==> src/rtl/ca_pkg.sv <==
// Shared types and widths for the cellular-automaton status driver and its checker.
package ca_pkg;
   localparam int STATUS_W = 8;
   localparam int STEPS_W  = 9;

   typedef enum logic [2:0] {
      ST_IDLE,
      ST_CLEAR,
      ST_COMPARE,
      ST_WAIT,
      ST_RECORD,
      ST_STEP,
      ST_DONE
   } ca_state_e;
endpackage

==> src/rtl/ca_rule_step.sv <==
// One elementary-CA generation on a circular status ring, bit 0 = LSB.
module ca_rule_step
   import ca_pkg::*;
(
   input  logic [STATUS_W-1:0] status_i,
   input  logic [7:0]          rule_i,
   output logic [STATUS_W-1:0] next_o
);
   // Neighbourhood index is {upper neighbour, self, lower neighbour}, wrapping at both ends.
   for (genvar i = 0; i < STATUS_W; i++) begin : g_cell
      assign next_o[i] = rule_i[{status_i[(i + 1) % STATUS_W],
                                 status_i[i],
                                 status_i[(i + STATUS_W - 1) % STATUS_W]}];
   end
endmodule

==> src/rtl/ca_status_driver.sv <==
// Walks a CA trajectory, strobing an external history checker until a repeat,
// MAX_STEPS records, or abort.
module ca_status_driver
   import ca_pkg::*;
#(
   parameter int MAX_STEPS = 256,
   parameter int CHK_WAIT  = 1
) (
   input  logic                clk,
   input  logic                reset_n,
   input  logic                start,
   input  logic                abort,
   input  logic [STATUS_W-1:0] seed,
   input  logic [7:0]          rule,
   output logic [STATUS_W-1:0] status,
   output logic                clr_stb,
   output logic                cmp_stb,
   output logic                rec_stb,
   input  logic                cycle_hit,
   output logic                busy,
   output logic                done,
   output logic                hit,
   output logic [STEPS_W-1:0]  steps
);
   localparam logic [STEPS_W-1:0] MAX_S     = STEPS_W'(MAX_STEPS);
   localparam logic [1:0]         WAIT_LAST = 2'(CHK_WAIT - 1);

   ca_state_e           state_q;
   logic [STATUS_W-1:0] status_q, status_d;
   logic [7:0]          rule_q;
   logic [STEPS_W-1:0]  steps_q, steps_d;
   logic                hit_q;
   logic [1:0]          wcnt_q;

   ca_rule_step u_step (
      .status_i (status_q),
      .rule_i   (rule_q),
      .next_o   (status_d)
   );

   assign steps_d = steps_q + 1'b1;

   always_ff @(posedge clk or negedge reset_n) begin
      if (!reset_n) begin
         state_q  <= ST_IDLE;
         status_q <= '0;
         rule_q   <= '0;
         steps_q  <= '0;
         hit_q    <= 1'b0;
         wcnt_q   <= '0;
      end else if (abort && busy) begin
         state_q <= ST_DONE;
         hit_q   <= 1'b0;
      end else begin
         case (state_q)
            ST_IDLE, ST_DONE: begin
               if (start && abort) begin
                  state_q <= ST_DONE;
               end else if (start) begin
                  state_q  <= ST_CLEAR;
                  status_q <= seed;
                  rule_q   <= rule;
                  steps_q  <= '0;
                  hit_q    <= 1'b0;
               end
            end
            ST_CLEAR:   state_q <= ST_COMPARE;
            ST_COMPARE: begin
               state_q <= ST_WAIT;
               wcnt_q  <= '0;
            end
            ST_WAIT: begin
               if (wcnt_q == WAIT_LAST) begin
                  if (cycle_hit) begin
                     hit_q   <= 1'b1;
                     state_q <= ST_DONE;
                  end else begin
                     state_q <= ST_RECORD;
                  end
               end else begin
                  wcnt_q <= wcnt_q + 1'b1;
               end
            end
            // Stopping exactly at MAX_S is what keeps steps from ever wrapping.
            ST_RECORD: begin
               steps_q <= steps_d;
               state_q <= (steps_d == MAX_S) ? ST_DONE : ST_STEP;
            end
            ST_STEP: begin
               status_q <= status_d;
               state_q  <= ST_COMPARE;
            end
            default: state_q <= ST_IDLE;
         endcase
      end
   end

   assign busy    = (state_q != ST_IDLE) && (state_q != ST_DONE);
   assign done    = (state_q == ST_DONE);
   assign hit     = hit_q;
   assign status  = status_q;
   assign steps   = steps_q;
   // An abort cycle suppresses the strobe of whatever state it lands in.
   assign clr_stb = (state_q == ST_CLEAR)   && !abort;
   assign cmp_stb = (state_q == ST_COMPARE) && !abort;
   assign rec_stb = (state_q == ST_RECORD)  && !abort;
endmodule
==> config.mk <==
export PLATFORM = sky130hd
export DESIGN_NAME = ca_status_driver
export DESIGN_NICKNAME = d
export VERILOG_FILES = /design/src/rtl/ca_pkg.sv /design/src/rtl/ca_rule_step.sv /design/src/rtl/ca_status_driver.sv
export SDC_FILE = /design/constraint.sdc
export NUM_CORES = 1
export LEC_CHECK = 0
export ABC_CLOCK_PERIOD_IN_PS = 6000
export BUFFER_PORTS_ARGS = -buffer_cell sky130_fd_sc_hd__buf_4
export CORE_UTILIZATION = 59
export CTS_CLUSTER_DIAMETER = 150
export DETAILED_ROUTE_END_ITERATION = 8
export PLACE_DENSITY = 0.95
export SLEW_MARGIN = 15
export SYNTH_ARGS = -nofsm -noshare
export SYNTH_HDL_FRONTEND = slang
export SYNTH_SLANG_ARGS = --single-unit
==> constraint.sdc <==
create_clock -name clk -period 6 [get_ports clk]
set_clock_uncertainty 0.15 [all_clocks]
set_input_delay 0.9 -clock clk [delete_from_list [all_inputs] [get_ports clk]]
set_output_delay 0.9 -clock clk [all_outputs]
set_load 0.01 [all_outputs]
Yosys cells after proc, flatten, opt, wreduce, memory -nomap -nowiden

Cells that the tools add are included.

Flip-flop bits (word level): 31
Input port bits: 21
Logic and storage cells: 93

Add/subtract/negate cells: 2
$lt $le $gt $ge: 8
Eq/ne operators: 16
Multiplexer cells: 37
Bitwise operators: 2
Reduce and logical (&&, ||, !) cells: 22

Operators with widths:

| cell                                                                          | count |
|---|---|
| 3-bit by 4-bit less-than comparator with 1-bit output (second input constant) | 8 |
| 1-bit binary-select mux with 3-bit select                                     | 8 |
| 9-bit 2-to-1 mux                                                              | 2 |
| 9-bit case mux with 2 select lines                                            | 1 |
| 8-bit 2-to-1 mux                                                              | 2 |
| 8-bit case mux with 2 select lines                                            | 1 |
| 3-bit != test (second input constant)                                         | 5 |
| 3-bit case mux with 5 select lines                                            | 1 |
| 1-bit 2-to-1 mux                                                              | 13 |
| 3-bit 2-to-1 mux                                                              | 4 |
| 4-bit AND reduction                                                           | 3 |
| 9-bit by 1-bit adder with 9-bit output (second input constant)                | 1 |
| 3-bit == test (second input constant)                                         | 3 |
| 9-bit == test (second input constant)                                         | 1 |
| 3-bit by 2-bit == test with 1-bit output (second input constant)              | 2 |
| 1-bit logical AND                                                             | 6 |
| 2-bit 2-to-1 mux                                                              | 3 |
| 2-bit != test (second input constant)                                         | 3 |
| 2-bit nonzero test                                                            | 3 |
| 3-bit nonzero test                                                            | 2 |
| 5-bit AND reduction                                                           | 1 |
| 4-bit != test (second input constant)                                         | 1 |
| 2-bit case mux with 2 select lines                                            | 1 |
| 2-bit OR reduction                                                            | 2 |
| 9 further kinds                                                               | 10 |

Longest topological paths before layout

Word-level depth: 5
Gate-level depth with buffers: 7
Gate-level depth less buffers: 6

By module

From an unflattened synthesis, not the netlist that was laid out.

Cells, all modules: 239
Area total of the unflattened synthesis: 2341.0 um^2

Modules (own cells, without submodules):

| module           | instances | cells an instance | area each (um^2) | seq. area each (um^2) |
|---|---|---|---|---|
| ca_status_driver | 1         | 168               | 1781.7           | 775.7 |
| ca_rule_step     | 1         | 71                | 559.3            | 0.0 |

Worst setup path after synthesis

No wires, ideal clock.

Kind: input port to output port
Start point: input port abort
End point: output port rec_stb
Arrival time: 1.620 ns
Data required time: 4.950 ns
Path slack: 3.330 ns
Cell stages on the path: 3
Buffers on the path: 1
Path through: or4b_1 -> buf_2 -> inv_2

Cells in the longest elaborated chain, start to end: 2

Ends and longest elaborated chain:

| item              | line                    | text |
|---|---|---|
| start, declared   | ca_status_driver.sv:12  | `input logic abort,` |
| 1-bit logical NOT | ca_status_driver.sv:106 | `assign rec_stb = (state_q == ST_RECORD) && !abort;` |
| 1-bit logical AND | ca_status_driver.sv:106 |  |
| end, declared     | ca_status_driver.sv:18  | `output logic rec_stb,` |

No other way between the ends.

Worst setup path after layout

Same ends and word-level chain as after synthesis.

==> impl_metrics.tcl <==
set metrics [dict create \
    status "finished clean" \
    dpl_worst_slack_ns 2.933 \
    cts_hold_buffers 0 \
    cts_buffer_depth 2 \
    cp_data_arrival_time_ns 2.03 \
    synth_top_cell_area_share_pct 36.38 \
    cts_setup_buffers 0 \
    cts_buffers 5 \
    p_leak_nw 1.059 \
    grt_setup_unrepaired "no" \
    dieHeight_um 62.12 \
    cts_resized 0 \
    yosysSeqAreaShare_pct 36.38 \
    cp_top_family "simple AND/OR/NAND/NOR gates" \
    clk_latency_ns 0.34 \
    grt_use_total_pct 29.11 \
    ys_seq_elements 31 \
    reg2reg_from "state_q[1]" \
    synth_most_common_cell "dfrtp_1" \
    cts_tree "done" \
    synth.distinct_cells 56 \
    critPathRequiredTime_ns 4.95 \
    grt_use_met2_pct 43.54 \
    start_util_pct 62.90 \
    clkSinkCount 31 \
    port_buffers 43 \
    ys.flop_type "dfrtp_1" \
    yosys.area.top_type "dfrtp_1" \
    grt_pass1_vias 1877 \
    grt.met1_usage_pct 40.72 \
    die-width_um 62.12 \
    routed-via-count 2115 \
    drt_iter0_drc 172 \
    power.density_mw_per_mm2 461.3 \
    grt_max_degree 32 \
    syn_inst 247 \
    setup_viol 0 \
    overflow 0 \
    crit_path_start_kind "primary input" \
    finish.instance_area_mm2 0.002520 \
    vdd_drop_max_v 0.0002737 \
    hold_viol 0 \
    synth_commonest_cells "31 x dfrtp_1, 30 x nand2_1, 20 x o21ai_0" \
    layout_setup_ws_ns 2.921 \
    worst_setup_path_end_kind "primary output" \
    drive_above_1_share_pct 23.30 \
    routed_wl_um 5309 \
    worstMarginPinSlew_ns 0.8346 \
    htree_num_levels 2 \
    worstSetupPathType "primary input to primary output" \
    period_minus_slack_ns 3.079 \
    finalCritPeriodShare_pct 51.31 \
    max_freq_mhz 324.8 \
    wire_per_inst_um 16.34 \
    ys_warn_count 0 \
    nets 301 \
    met3_usage_pct 7.537 \
    synth-edff-count 0 \
    antenna_cells 0 \
    crit_chain "buf_4 -> or4b_1 -> inv_2 -> buf_4" \
    post-route-drc-count 0 \
    drv_slew 0 \
    ys_top_cells_by_area "dfrtp_1 36%, nand2_1 5.3%, o21ai_0 4.7%" \
    relSlewSlack_pct 44.10 \
    dieArea_mm2 0.003858 \
    crit_path_max_incr_delay_ns 0.67 \
    cp_slowest_cell "or4b_1" \
    gp_congestion 0.9472 \
    drtAntennaViolNets 0 \
    cts-root-buf "clkbuf_4" \
    synth_nets 270 \
    clkTransAtPathRegs_ns 0.10 \
    antenna_found_initial 0 \
    async_flop_share_pct 100.0 \
    grt_pass1_wl_um 8880 \
    top_usage_layer "met2" \
    ios 44 \
    drt-pass1-iter-count 5 \
    startpoint "abort" \
    post_dp_cell_area_mm2 0.002434 \
    worstPathMaxFanout 15 \
    row_count 21 \
    crit_buf_inv 3 \
    cpMostUsedCell "buf_4" \
    fin_util_pct 74.34 \
    core_mm2 0.003390 \
    fin_setup_tns_ns 0 \
    hpwl_um 3583 \
    maxCapViolations 0 \
    synth_area_mm2 0.002132 \
    min_path_type "primary input to async pin" \
    routed_via_density 6.508 \
    syn_to_final_growth_pct 18.19 \
    avgSynthCellArea_um2 8.632 \
]
[metrics by stage]
stage | total power (W) | std cells | hold WS, ns
6_report | 0.001163 | 325 | 0.3187
5_1_grt | 0.001249 | 325 | 0.3399
4_1_cts | 0.001150 | 325 | 0.3279
3_5_place_dp | 0.0009735 | 317 | 0.3910
3_3_place_gp | 0.0009547 | 317 | 0.3473
2_1_floorplan | 0.0008011 | 247 | 0.3277
[routing by layer]
layer,up-vias,part of all wire (%)
met5,-,0
met4,0,1.4
li1,1003,-
met3,10,9.0
met1,995,44
met2,107,46
[state kept, by name, indices dropped and copies added (netlist names)]
| signal | flops |
|---|---|
| state_q | 3 |
| status | 8 |
| wcnt_q | 2 |
| rule_q | 8 |
| hit | 1 |
| steps | 9 |
[path summary, 6_finish.rpt]
| path | end | slack [ns] | cells past startpoint |
|---|---|---|---|
| worst max-delay path | rec_stb | 2.92 | 4 |
| worst min-delay path | hit | 0.32 | 1 |
| worst max register to register | rule_q[3] | 3.61 | 3 |
| worst min register to register | steps[5] | 0.40 | 1 |
| max in group asynchronous | status[6] | 5.08 | 1 |
| min in group clk | steps[5] | 0.40 | 1 |
[placed cells by master (no fill, tap or decap), drive strengths merged, types with 2 or more instances in the layout]
cell type,netlist,layout
a211oi,2,2
o2111a,2,2
or4,2,2
ha,2,2
nor2,7,7
mux2,5,5
o21ai,25,25
a31oi,5,5
dfrtp,31,31
nor2b,8,8
mux4,2,2
nand3,8,8
and3,3,3
and2,2,2
a22oi,7,7
nor4,3,3
o2111ai,6,6
clkbuf,14,6
buf,5,43
a2111oi,7,7
nand4,3,3
o31ai,5,5
nand4b,9,9
nor3,2,2
nand2,30,30
a21oi,5,5
o311ai,2,2
o22a,2,2
nand2b,7,7
nor3b,2,2
o211ai,2,2
or3b,2,2
inv,14,14
[report_power, final]
group          switching (W)  internal [W]  total [W]
clock              0.0000723     0.0000984   0.000171
combinational       0.000257      0.000263   0.000520
sequential          0.000194      0.000278   0.000472
[final cells by class]
cell class / count / area (µm²)
sequential: 31 / 775.7
clock inverter: 2 / 35.03
timing repair buffer: 43 / 322.8
multi-input combinational: 183 / 1225
tap: 46 / 57.56
fill: 257 / 869.6
inverter: 14 / 52.55
clock buffer: 6 / 51.30
[kinds of logic after synthesis]
| group | count (synthesis) | synth area share (%) |
|---|---|---|
| compound gates | 79 | 25.82 |
| xor+xnor | 1 | 0.4109 |
| fa+ha+maj | 3 | 1.643 |
| buf+inv | 33 | 6.162 |
| flops | 31 | 36.38 |
| mux | 8 | 5.223 |
| simple gates | 92 | 24.36 |
Note: power is estimated with default switching activity, not from simulation.
